[src/rtl/tdm_sel_if.sv]
// Request/dwell inputs and select/status outputs of the TDM select controller.
interface tdm_sel_if #(
  parameter int unsigned DWELL_W = 8
);
  logic               en;
  logic               req_1;
  logic               req_2;
  logic [DWELL_W-1:0] dwell_1;
  logic [DWELL_W-1:0] dwell_2;
  logic               sel;
  logic               out_valid;
  logic               switch_pulse;
  logic               busy;

  modport master (
    output en, req_1, req_2, dwell_1, dwell_2,
    input  sel, out_valid, switch_pulse, busy
  );

  modport slave (
    input  en, req_1, req_2, dwell_1, dwell_2,
    output sel, out_valid, switch_pulse, busy
  );
endinterface

[src/rtl/tdm_sel_ctrl.sv]
// Time-division controller driving the transmission-gate mux select: round-robin
// grant between two channels, settle gap after each grant, programmable dwell.
module tdm_sel_ctrl #(
  parameter int unsigned DWELL_W    = 8,
  parameter int unsigned SETTLE_CYC = 2
) (
  input  logic      clk,
  input  logic      rst,
  tdm_sel_if.slave  io_bus
);

  typedef enum logic [1:0] {
    ST_IDLE   = 2'd0,
    ST_SETTLE = 2'd1,
    ST_DWELL  = 2'd2
  } state_t;

  localparam logic [3:0]         SETTLE_LAST = (SETTLE_CYC > 0) ? 4'(SETTLE_CYC - 1) : 4'd0;
  localparam logic [DWELL_W-1:0] DWELL_ONE   = DWELL_W'(1'b1);

  // A programmed dwell of zero still owns the output for one cycle.
  function automatic logic [DWELL_W-1:0] dwell_eff(input logic [DWELL_W-1:0] d);
    dwell_eff = (d == {DWELL_W{1'b0}}) ? DWELL_ONE : d;
  endfunction

  state_t             r_state;
  logic [3:0]         r_settle_cnt;
  logic [DWELL_W-1:0] r_dwell_cnt;
  logic               r_last_served;
  logic               r_sel;
  logic               r_out_valid;
  logic               r_switch_pulse;
  logic               r_busy;

  logic               w_any_req;
  logic               w_pick;
  logic [DWELL_W-1:0] w_pick_dwell;
  logic               w_cur_req;
  logic               w_other_req;
  logic [DWELL_W-1:0] w_cur_dwell;
  logic [DWELL_W-1:0] w_other_dwell;

  // Channel pick and dwell lookups for the current and alternate channel.
  always_comb begin
    w_any_req = io_bus.req_1 | io_bus.req_2;
    w_pick    = 1'b0;
    if (io_bus.req_1 && io_bus.req_2) begin
      w_pick = ~r_last_served;
    end else if (io_bus.req_2) begin
      w_pick = 1'b1;
    end else begin
      w_pick = 1'b0;
    end
    w_pick_dwell  = dwell_eff(w_pick ? io_bus.dwell_2 : io_bus.dwell_1);
    w_cur_req     = r_sel ? io_bus.req_2 : io_bus.req_1;
    w_other_req   = r_sel ? io_bus.req_1 : io_bus.req_2;
    w_cur_dwell   = dwell_eff(r_sel ? io_bus.dwell_2 : io_bus.dwell_1);
    w_other_dwell = dwell_eff(r_sel ? io_bus.dwell_1 : io_bus.dwell_2);
  end

  // Controller FSM with all outputs registered.
  always_ff @(posedge clk or posedge rst) begin
    if (rst) begin
      r_state        <= ST_IDLE;
      r_settle_cnt   <= 4'd0;
      r_dwell_cnt    <= {DWELL_W{1'b0}};
      r_last_served  <= 1'b1;
      r_sel          <= 1'b0;
      r_out_valid    <= 1'b0;
      r_switch_pulse <= 1'b0;
      r_busy         <= 1'b0;
    end else begin
      r_switch_pulse <= 1'b0;
      if (!io_bus.en) begin
        r_state      <= ST_IDLE;
        r_settle_cnt <= 4'd0;
        r_dwell_cnt  <= {DWELL_W{1'b0}};
        r_out_valid  <= 1'b0;
        r_busy       <= 1'b0;
      end else begin
        case (r_state)
          ST_IDLE: begin
            if (w_any_req) begin
              r_sel          <= w_pick;
              r_last_served  <= w_pick;
              r_switch_pulse <= (w_pick != r_sel);
              r_busy         <= 1'b1;
              if (SETTLE_CYC == 0) begin
                r_state     <= ST_DWELL;
                r_dwell_cnt <= w_pick_dwell;
                r_out_valid <= 1'b1;
              end else begin
                r_state      <= ST_SETTLE;
                r_settle_cnt <= 4'd0;
                r_out_valid  <= 1'b0;
              end
            end else begin
              r_out_valid <= 1'b0;
              r_busy      <= 1'b0;
            end
          end
          ST_SETTLE: begin
            // Dwell length is captured from the granted channel on the final settle cycle.
            if (r_settle_cnt == SETTLE_LAST) begin
              r_state      <= ST_DWELL;
              r_settle_cnt <= 4'd0;
              r_dwell_cnt  <= w_cur_dwell;
              r_out_valid  <= 1'b1;
            end else begin
              r_settle_cnt <= r_settle_cnt + 4'd1;
            end
          end
          ST_DWELL: begin
            if (r_dwell_cnt == DWELL_ONE) begin
              if (w_other_req) begin
                r_sel          <= ~r_sel;
                r_last_served  <= ~r_sel;
                r_switch_pulse <= 1'b1;
                if (SETTLE_CYC == 0) begin
                  r_dwell_cnt <= w_other_dwell;
                end else begin
                  r_state      <= ST_SETTLE;
                  r_settle_cnt <= 4'd0;
                  r_out_valid  <= 1'b0;
                end
              end else if (w_cur_req) begin
                r_dwell_cnt <= w_cur_dwell;
              end else begin
                r_state     <= ST_IDLE;
                r_dwell_cnt <= {DWELL_W{1'b0}};
                r_out_valid <= 1'b0;
                r_busy      <= 1'b0;
              end
            end else begin
              r_dwell_cnt <= r_dwell_cnt - DWELL_ONE;
            end
          end
          default: begin
            r_state      <= ST_IDLE;
            r_settle_cnt <= 4'd0;
            r_dwell_cnt  <= {DWELL_W{1'b0}};
            r_out_valid  <= 1'b0;
            r_busy       <= 1'b0;
          end
        endcase
      end
    end
  end

  assign io_bus.sel          = r_sel;
  assign io_bus.out_valid    = r_out_valid;
  assign io_bus.switch_pulse = r_switch_pulse;
  assign io_bus.busy         = r_busy;

endmodule

[src/flat_wrapper.sv]
// flat-port wrapper written by rule: the top's interface ports become plain ports
module tdm_sel_ctrl_flat 
#(
  parameter int unsigned DWELL_W    = 8,
  parameter int unsigned SETTLE_CYC = 2
)
  (clk, rst, io_bus_en, io_bus_req_1, io_bus_req_2, io_bus_dwell_1, io_bus_dwell_2, io_bus_sel, io_bus_out_valid, io_bus_switch_pulse, io_bus_busy);
  tdm_sel_if #(.DWELL_W(DWELL_W)) io_bus_i ();
  input  logic clk;
  input  logic rst;
  input wire logic [$bits(io_bus_i.en)-1:0] io_bus_en;
  input wire logic [$bits(io_bus_i.req_1)-1:0] io_bus_req_1;
  input wire logic [$bits(io_bus_i.req_2)-1:0] io_bus_req_2;
  input wire logic [$bits(io_bus_i.dwell_1)-1:0] io_bus_dwell_1;
  input wire logic [$bits(io_bus_i.dwell_2)-1:0] io_bus_dwell_2;
  output wire logic [$bits(io_bus_i.sel)-1:0] io_bus_sel;
  output wire logic [$bits(io_bus_i.out_valid)-1:0] io_bus_out_valid;
  output wire logic [$bits(io_bus_i.switch_pulse)-1:0] io_bus_switch_pulse;
  output wire logic [$bits(io_bus_i.busy)-1:0] io_bus_busy;
  assign io_bus_i.en = io_bus_en;
  assign io_bus_i.req_1 = io_bus_req_1;
  assign io_bus_i.req_2 = io_bus_req_2;
  assign io_bus_i.dwell_1 = io_bus_dwell_1;
  assign io_bus_i.dwell_2 = io_bus_dwell_2;
  assign io_bus_sel = io_bus_i.sel;
  assign io_bus_out_valid = io_bus_i.out_valid;
  assign io_bus_switch_pulse = io_bus_i.switch_pulse;
  assign io_bus_busy = io_bus_i.busy;
  tdm_sel_ctrl #(.DWELL_W(DWELL_W), .SETTLE_CYC(SETTLE_CYC)) u_core (.clk(clk), .rst(rst), .io_bus(io_bus_i));
endmodule
[config.mk]
export PLATFORM = sky130hd
export DESIGN_NAME = tdm_sel_ctrl_flat
export DESIGN_NICKNAME = d
export VERILOG_FILES = /design/src/rtl/tdm_sel_if.sv /design/src/rtl/tdm_sel_ctrl.sv /design/src/flat_wrapper.sv
export SDC_FILE = /design/constraint.sdc
export NUM_CORES = 1
export LEC_CHECK = 0
export ABC_CLOCK_PERIOD_IN_PS = 2450
export BUFFER_PORTS_ARGS = -buffer_cell sky130_fd_sc_hd__buf_2
export CORE_MARGIN = 4
export CORE_UTILIZATION = 49
export DETAILED_ROUTE_END_ITERATION = 8
export PLACE_DENSITY = 0.79
export SKIP_LAST_GASP = 1
export SYNTH_ARGS = -nofsm -noshare
export SYNTH_HDL_FRONTEND = slang
export SYNTH_SLANG_ARGS = --single-unit
[constraint.sdc]
create_clock -name clk -period 2.45 [get_ports clk]
set_clock_uncertainty 0.15 [all_clocks]
set_input_delay 0 -clock clk [delete_from_list [all_inputs] [get_ports clk]]
set_output_delay 0 -clock clk [all_outputs]
set_load 0.01 [all_outputs]
=== After elaboration in Yosys (flattened, before gate mapping) ===
Cells that the tools add are included.

* Output and inout bits: 4
* Word-level logic and storage cells: 86
* Flip-flop bits (word level): 19
* Input bits: 21

* Bitwise gates (word level): 3
* $add $sub $neg: 2
* Muxes and demuxes: 45
* Reduce and logical (&&, ||, !) cells: 10
* Equal/unequal tests: 18

{| class="wikitable"
|+ Operators by type and width
! operator !! number
|-
| 8-bit 2-to-1 mux || 7
|-
| 8-bit one-hot mux with 3 select lines || 1
|-
| 1-bit 2-to-1 mux || 20
|-
| 4-bit 2-to-1 mux || 5
|-
| 2-bit 2-to-1 mux || 6
|-
| 3-bit by 2-bit != test with 1-bit output, second input constant || 4
|-
| 4-bit one-hot mux with 3 select lines || 1
|-
| 3-bit AND reduction || 3
|-
| 8-bit by 1-bit == test with 1-bit output, second input constant || 1
|-
| 8-bit zero test || 1
|-
| 4-bit != test, second input constant || 2
|-
| 4-bit AND reduction || 2
|-
| 8-bit by 1-bit subtractor with 8-bit output, second input constant || 1
|-
| 2-bit by 1-bit != test with 1-bit output, second input constant || 3
|-
| 3-bit != test, second input constant || 2
|-
| 1-bit one-hot mux with 2 select lines || 3
|-
| 2-bit one-hot mux with 3 select lines || 1
|-
| 5-bit AND reduction || 1
|-
| 4-bit by 1-bit adder with 4-bit output, second input constant || 1
|-
| 4-bit by 1-bit == test with 1-bit output, second input constant || 1
|-
| 2-bit != test, second input constant || 2
|-
| 1-bit one-hot mux with 3 select lines || 1
|-
| 2-bit by 1-bit == test with 1-bit output, second input constant || 1
|-
| 2-bit == test, second input constant || 1
|-
| other kinds (6) || 7
|}

=== Depth between registers and ports, before layout ===
* Depth after elaboration: 8
* Depth in mapped cells: 8

=== Worst setup path before layout ===
No wires, ideal clock.

* Path type: register to register
* From: register u_core.r_dwell_cnt[1]
* To: register u_core.r_state[1]
* Clock period less this slack: 2.278 ns
* Stages on the path, launching flop included: 9
* Path slack: 0.172 ns
* Path buffers: 1
* Setup time: 0.122 ns
* Arrival time: 2.006 ns
* Cell sequence: dfrtp_1 > inv_1 > ha_1 > or3b_2 > buf_2 > nor2_8 > o221ai_2 > a311o_1 > a32o_1

* Word-level cells in the longest chain between the ends: 3

{| class="wikitable"
|+ Ends and longest elaborated chain
! element !! line !! RTL
|-
| from (decl) || tdm_sel_ctrl.sv:28 || <nowiki>logic [DWELL_W-1:0] r_dwell_cnt;</nowiki>
|-
| from (signal assigned) || tdm_sel_ctrl.sv:66 || <nowiki>r_dwell_cnt <= {DWELL_W{1'b0}};</nowiki>
|-
| from (signal assigned) || tdm_sel_ctrl.sv:77 || <nowiki>r_dwell_cnt <= {DWELL_W{1'b0}};</nowiki>
|-
| from (signal assigned) || tdm_sel_ctrl.sv:90 || <nowiki>r_dwell_cnt <= w_pick_dwell;</nowiki>
|-
| 8-bit by 1-bit == test with 1-bit output || tdm_sel_ctrl.sv:114 || <nowiki>if (r_dwell_cnt == DWELL_ONE) begin</nowiki>
|-
| 3-bit by 2-bit != test with 1-bit output (no line) || - ||
|-
| 4-bit AND reduction (no line) || - ||
|-
| to (signal assigned) || tdm_sel_ctrl.sv:122 || <nowiki>r_state <= ST_SETTLE;</nowiki>
|-
| to (signal assigned) || tdm_sel_ctrl.sv:129 || <nowiki>r_state <= ST_IDLE;</nowiki>
|-
| to (signal assigned) || tdm_sel_ctrl.sv:139 || <nowiki>r_state <= ST_IDLE;</nowiki>
|-
| to (decl) || tdm_sel_ctrl.sv:26 || <nowiki>state_t r_state;</nowiki>
|}

No other way between the ends.
A chain may end at the register's enable or synchronous reset.

=== Final worst setup path ===
Same ends and word-level chain as after synthesis.

==> impl_metrics.json <==
{
  "outcome": "complete, no violations",
  "initial_core_util_pct": 52.14,
  "fin_hold_ws_ns": 0.03489,
  "portBuffers": 24,
  "layout_common_cells": "24 x buf_2, 20 x nand2_1, 18 x dfrtp_1, 16 x o21ai_0, 11 x inv_1",
  "drt-wirelength-per-cell_um": 14.92,
  "hpwlAfterDp_um": 3000,
  "p_sw_w": 0.0007019,
  "setup_viol": 0,
  "design_area_um2": 1874,
  "cts_setup_buffers": 0,
  "chipHeight_um": 65.46,
  "top_layer": "met4",
  "criticalPathCategory": "reg -> reg",
  "yosysSeqAreaShare_pct": 29.47,
  "synth_fa_ha_area_share_pct": 6.961,
  "critical_path_required_ns": 2.50,
  "grt_setup_unrepaired": "false",
  "layout_worst_path_cycle_share_pct": 92.18,
  "grt_first_pass_wirelength_um": 6272,
  "combPwrFrac_pct": 59.6,
  "crit_family": "compound AO/OA/AOI/OAI gates",
  "synth-compound-area-share_pct": 29.78,
  "fmax_mhz": 442.8,
  "drt_pass1_iterations": 4,
  "crit_path_max_fanout": 6,
  "leakage_nw": 0.7831,
  "areaGrowthSynthToFinish_pct": 15.85,
  "swShare_pct": 44.85,
  "synth_xor_xnor_area_share_pct": 1.083,
  "ys_ff_latch": 19,
  "synth-edff-count": 0,
  "ios": 25,
  "path_buf_inv": 1,
  "cts_root_buffer": "clkbuf_4",
  "rows": 20,
  "placed_cell_area_um2": 1810,
  "wirelength_um": 3880,
  "fin_nets": 247,
  "clock_latency_ns": 0.30,
  "internal_power_w": 0.0008629,
  "p_clk_share_pct": 10.5,
  "async_flop_share_pct": 100.0,
  "cts_sinks": 19,
  "min_from": "io_bus_dwell_1[3]",
  "route.detailed.drc": 0,
  "cp_slowest_cell": "or3b_4",
  "drt_iter0_drc": 85,
  "gp_congestion": 0.9346,
  "critPathLaunch": "u_core.r_dwell_cnt[1]",
  "maxCapViolations": 0,
  "grt_max_degree": 20,
  "ys.flop_type": "dfrtp_1",
  "die-area_um2": 4285,
  "die_w_um": 65.46,
  "htreeDepth": 1,
  "syn_area_per_cell_um2": 8.560,
  "synthMuxAreaShare_pct": 7.347,
  "cts-buffers-inserted": 3,
  "diodes": 0,
  "p_per_area_nw_per_um2": 834.8,
  "synth-simple-area-share_pct": 19.72,
  "met3_length_um": 211,
  "synth_area_um2": 1618,
  "final_layout_size_suffix_gt1_share_pct": 25.93,
  "clk_pin_slew_ns": 0.12,
  "grt_pass1_vias": 1407,
  "drtAntennaViolNets": 0,
  "cp-end-kind": "flop",
  "maxSlewHeadroom_pct": 52.83,
  "route.met2.wl_um": 1844,
  "hp-class": "in -> reg",
  "met1_length_um": 1772,
  "tightestPinTransition_ns": 0.7068,
  "arrival_ns": 2.31,
  "vias": 1579,
  "yosysWarnings": 0,
  "worstSetupStartpointType": "flop",
  "slew_violations": 0,
  "cpPeakStageDelay_ns": 0.46,
  "vdd_ir_drop_max_mv": 0.6184,
  "post-route-util_pct": 60.40,
  "grt_antenna_before_repair": 0,
  "post_drt_via_cell_ratio": 6.073,
  "synth_nets": 219,
  "gr-total-overflow": 0,
  "worstPathCellList": "inv_1 > ha_1 > or3b_4 > nor2_8 > o221ai_2 > a311o_1 > a32o_1",
  "cts_tree": "done",
  "synth.distinct_cells": 49,
  "syn_inst": 189,
  "fin_crit_ns": 2.258,
  "hold_violations": 0,
  "power_w": 0.001565,
  "coreArea_um2": 3103,
  "fillers": 295,
  "seq_area_um2": 476.7,
  "clock_path_buffers": 2,
  "rr_startpoint": "u_core.r_dwell_cnt[1]",
  "synth_top_family_by_area": "compound AO/OA/AOI/OAI gates",
  "grt_use_total_pct": 18.46,
  "multi_input_area_um2": 1066,
  "fin_setup_tns_ns": 0,
  "pwr-share-seq_pct": 29.9,
  "mostFrequentLayoutCell": "buf_2"
}
==> layer usage <==
| metal | up-vias | global-route usage [%] |
|---|---|---|
| met4 | 0 | 5.699 |
| li1 | 773 | - |
| met2 | 61 | 31.48 |
| met3 | 6 | 2.564 |
| met1 | 739 | 24.09 |
| met5 | - | 0 |
==> power groups by stage <==
stage / clock network [W] / logic (W) / registers, W
detailed placement: 0 / 0.000907 / 0.000473
global route: 0.000178 / 0.00103 / 0.000485
CTS: 0.000169 / 0.000912 / 0.000467
global placement: 0 / 0.000898 / 0.000470
floorplan: 0 / 0.000678 / 0.000453
finish: 0.000165 / 0.000932 / 0.000468
==> final cells by class <==
class | count | share of cell area, %
inverter | 11 | 2.203
clock buffer | 3 | 1.202
clock inverter | 1 | 0.2670
multi-input combinational | 147 | 56.88
timing repair buffer | 35 | 11.08
tap | 44 | 2.937
sequential | 19 | 25.43
==> kinds of logic after synthesis <==
group,count (synthesis)
mux,11
fa+ha+maj,9
compound gates,66
simple gates,59
xor+xnor,2
flops,19
buf+inv,23
==> cell usage after synthesis (2+ instances only) <==
| library cell | number | area [µm²] |
|---|---|---|
| o311ai_0 | 2 | 17.52 |
| inv_1 | 11 | 41.29 |
| nor2_1 | 8 | 30.03 |
| or3b_2 | 2 | 17.52 |
| nand3_1 | 5 | 25.02 |
| nor3_1 | 4 | 20.02 |
| dfrtp_1 | 18 | 450.4 |
| mux2_2 | 7 | 78.83 |
| o21ai_0 | 16 | 80.08 |
| o31ai_1 | 3 | 22.52 |
| mux2i_1 | 4 | 40.04 |
| and2_1 | 2 | 12.51 |
| clkbuf_1 | 8 | 30.03 |
| nor4_1 | 3 | 18.77 |
| a22oi_1 | 4 | 30.03 |
| a32o_1 | 4 | 40.04 |
| ha_1 | 9 | 112.6 |
| buf_2 | 4 | 20.02 |
| a21boi_0 | 2 | 15.01 |
| a31oi_1 | 4 | 25.02 |
| nand2b_1 | 4 | 25.02 |
| nor2b_1 | 4 | 25.02 |
| a21oi_1 | 7 | 35.03 |
| nor3b_1 | 2 | 15.01 |
| a32oi_1 | 9 | 78.83 |
| nand2_1 | 20 | 75.07 |
==> what timing repair did <==
| item | 4_1_cts | 5_1_grt |
|---|---|---|
| hold endpoints to repair | 23 | 0 |
| hold buffers | 2 | 0 |
| resized for setup | 0 | 3 |
| setup endpoints to repair | 0 | 6 |
==> tightest hold or removal path, delay by kind of cell <==
family	cells	cell delay, ns
compound gates	2	0.21
buf+inv	1	0.10
mux	1	0.14
==> through the flow <==
step           std cells  setup slack [ns]
2_1_floorplan        189            0.1720
3_3_place_gp         254            0.1468
3_5_place_dp         254            0.1082
4_1_cts              260           0.08147
5_1_grt              260           0.06282
6_report             260            0.1916
==> final timing paths <==
| kind | to | slack (ns) | cells after the start |
|---|---|---|---|
| setup / recovery | u_core.r_state[1] | 0.19 | 7 |
| hold / removal | u_core.r_dwell_cnt[3] | 0.03 | 4 |
| setup reg to reg | u_core.r_state[1] | 0.19 | 7 |
| hold reg to reg | u_core.r_settle_cnt[3] | 0.34 | 1 |
| max in group asynchronous | u_core.io_bus.sel | 1.51 | 3 |
| min in group asynchronous | u_core.r_settle_cnt[2] | 0.19 | 3 |
==> sequential cells by signal, indices dropped and copies added (netlist names) <==
register,cells
u_core.io_bus.busy,1
u_core.io_bus.out_valid,1
u_core.io_bus.sel,1
u_core.io_bus.switch_pulse,1
u_core.r_dwell_cnt,8
u_core.r_last_served,1
u_core.r_settle_cnt,4
u_core.r_state,2
No activity file was read; power rests on OpenSTA's default activity.
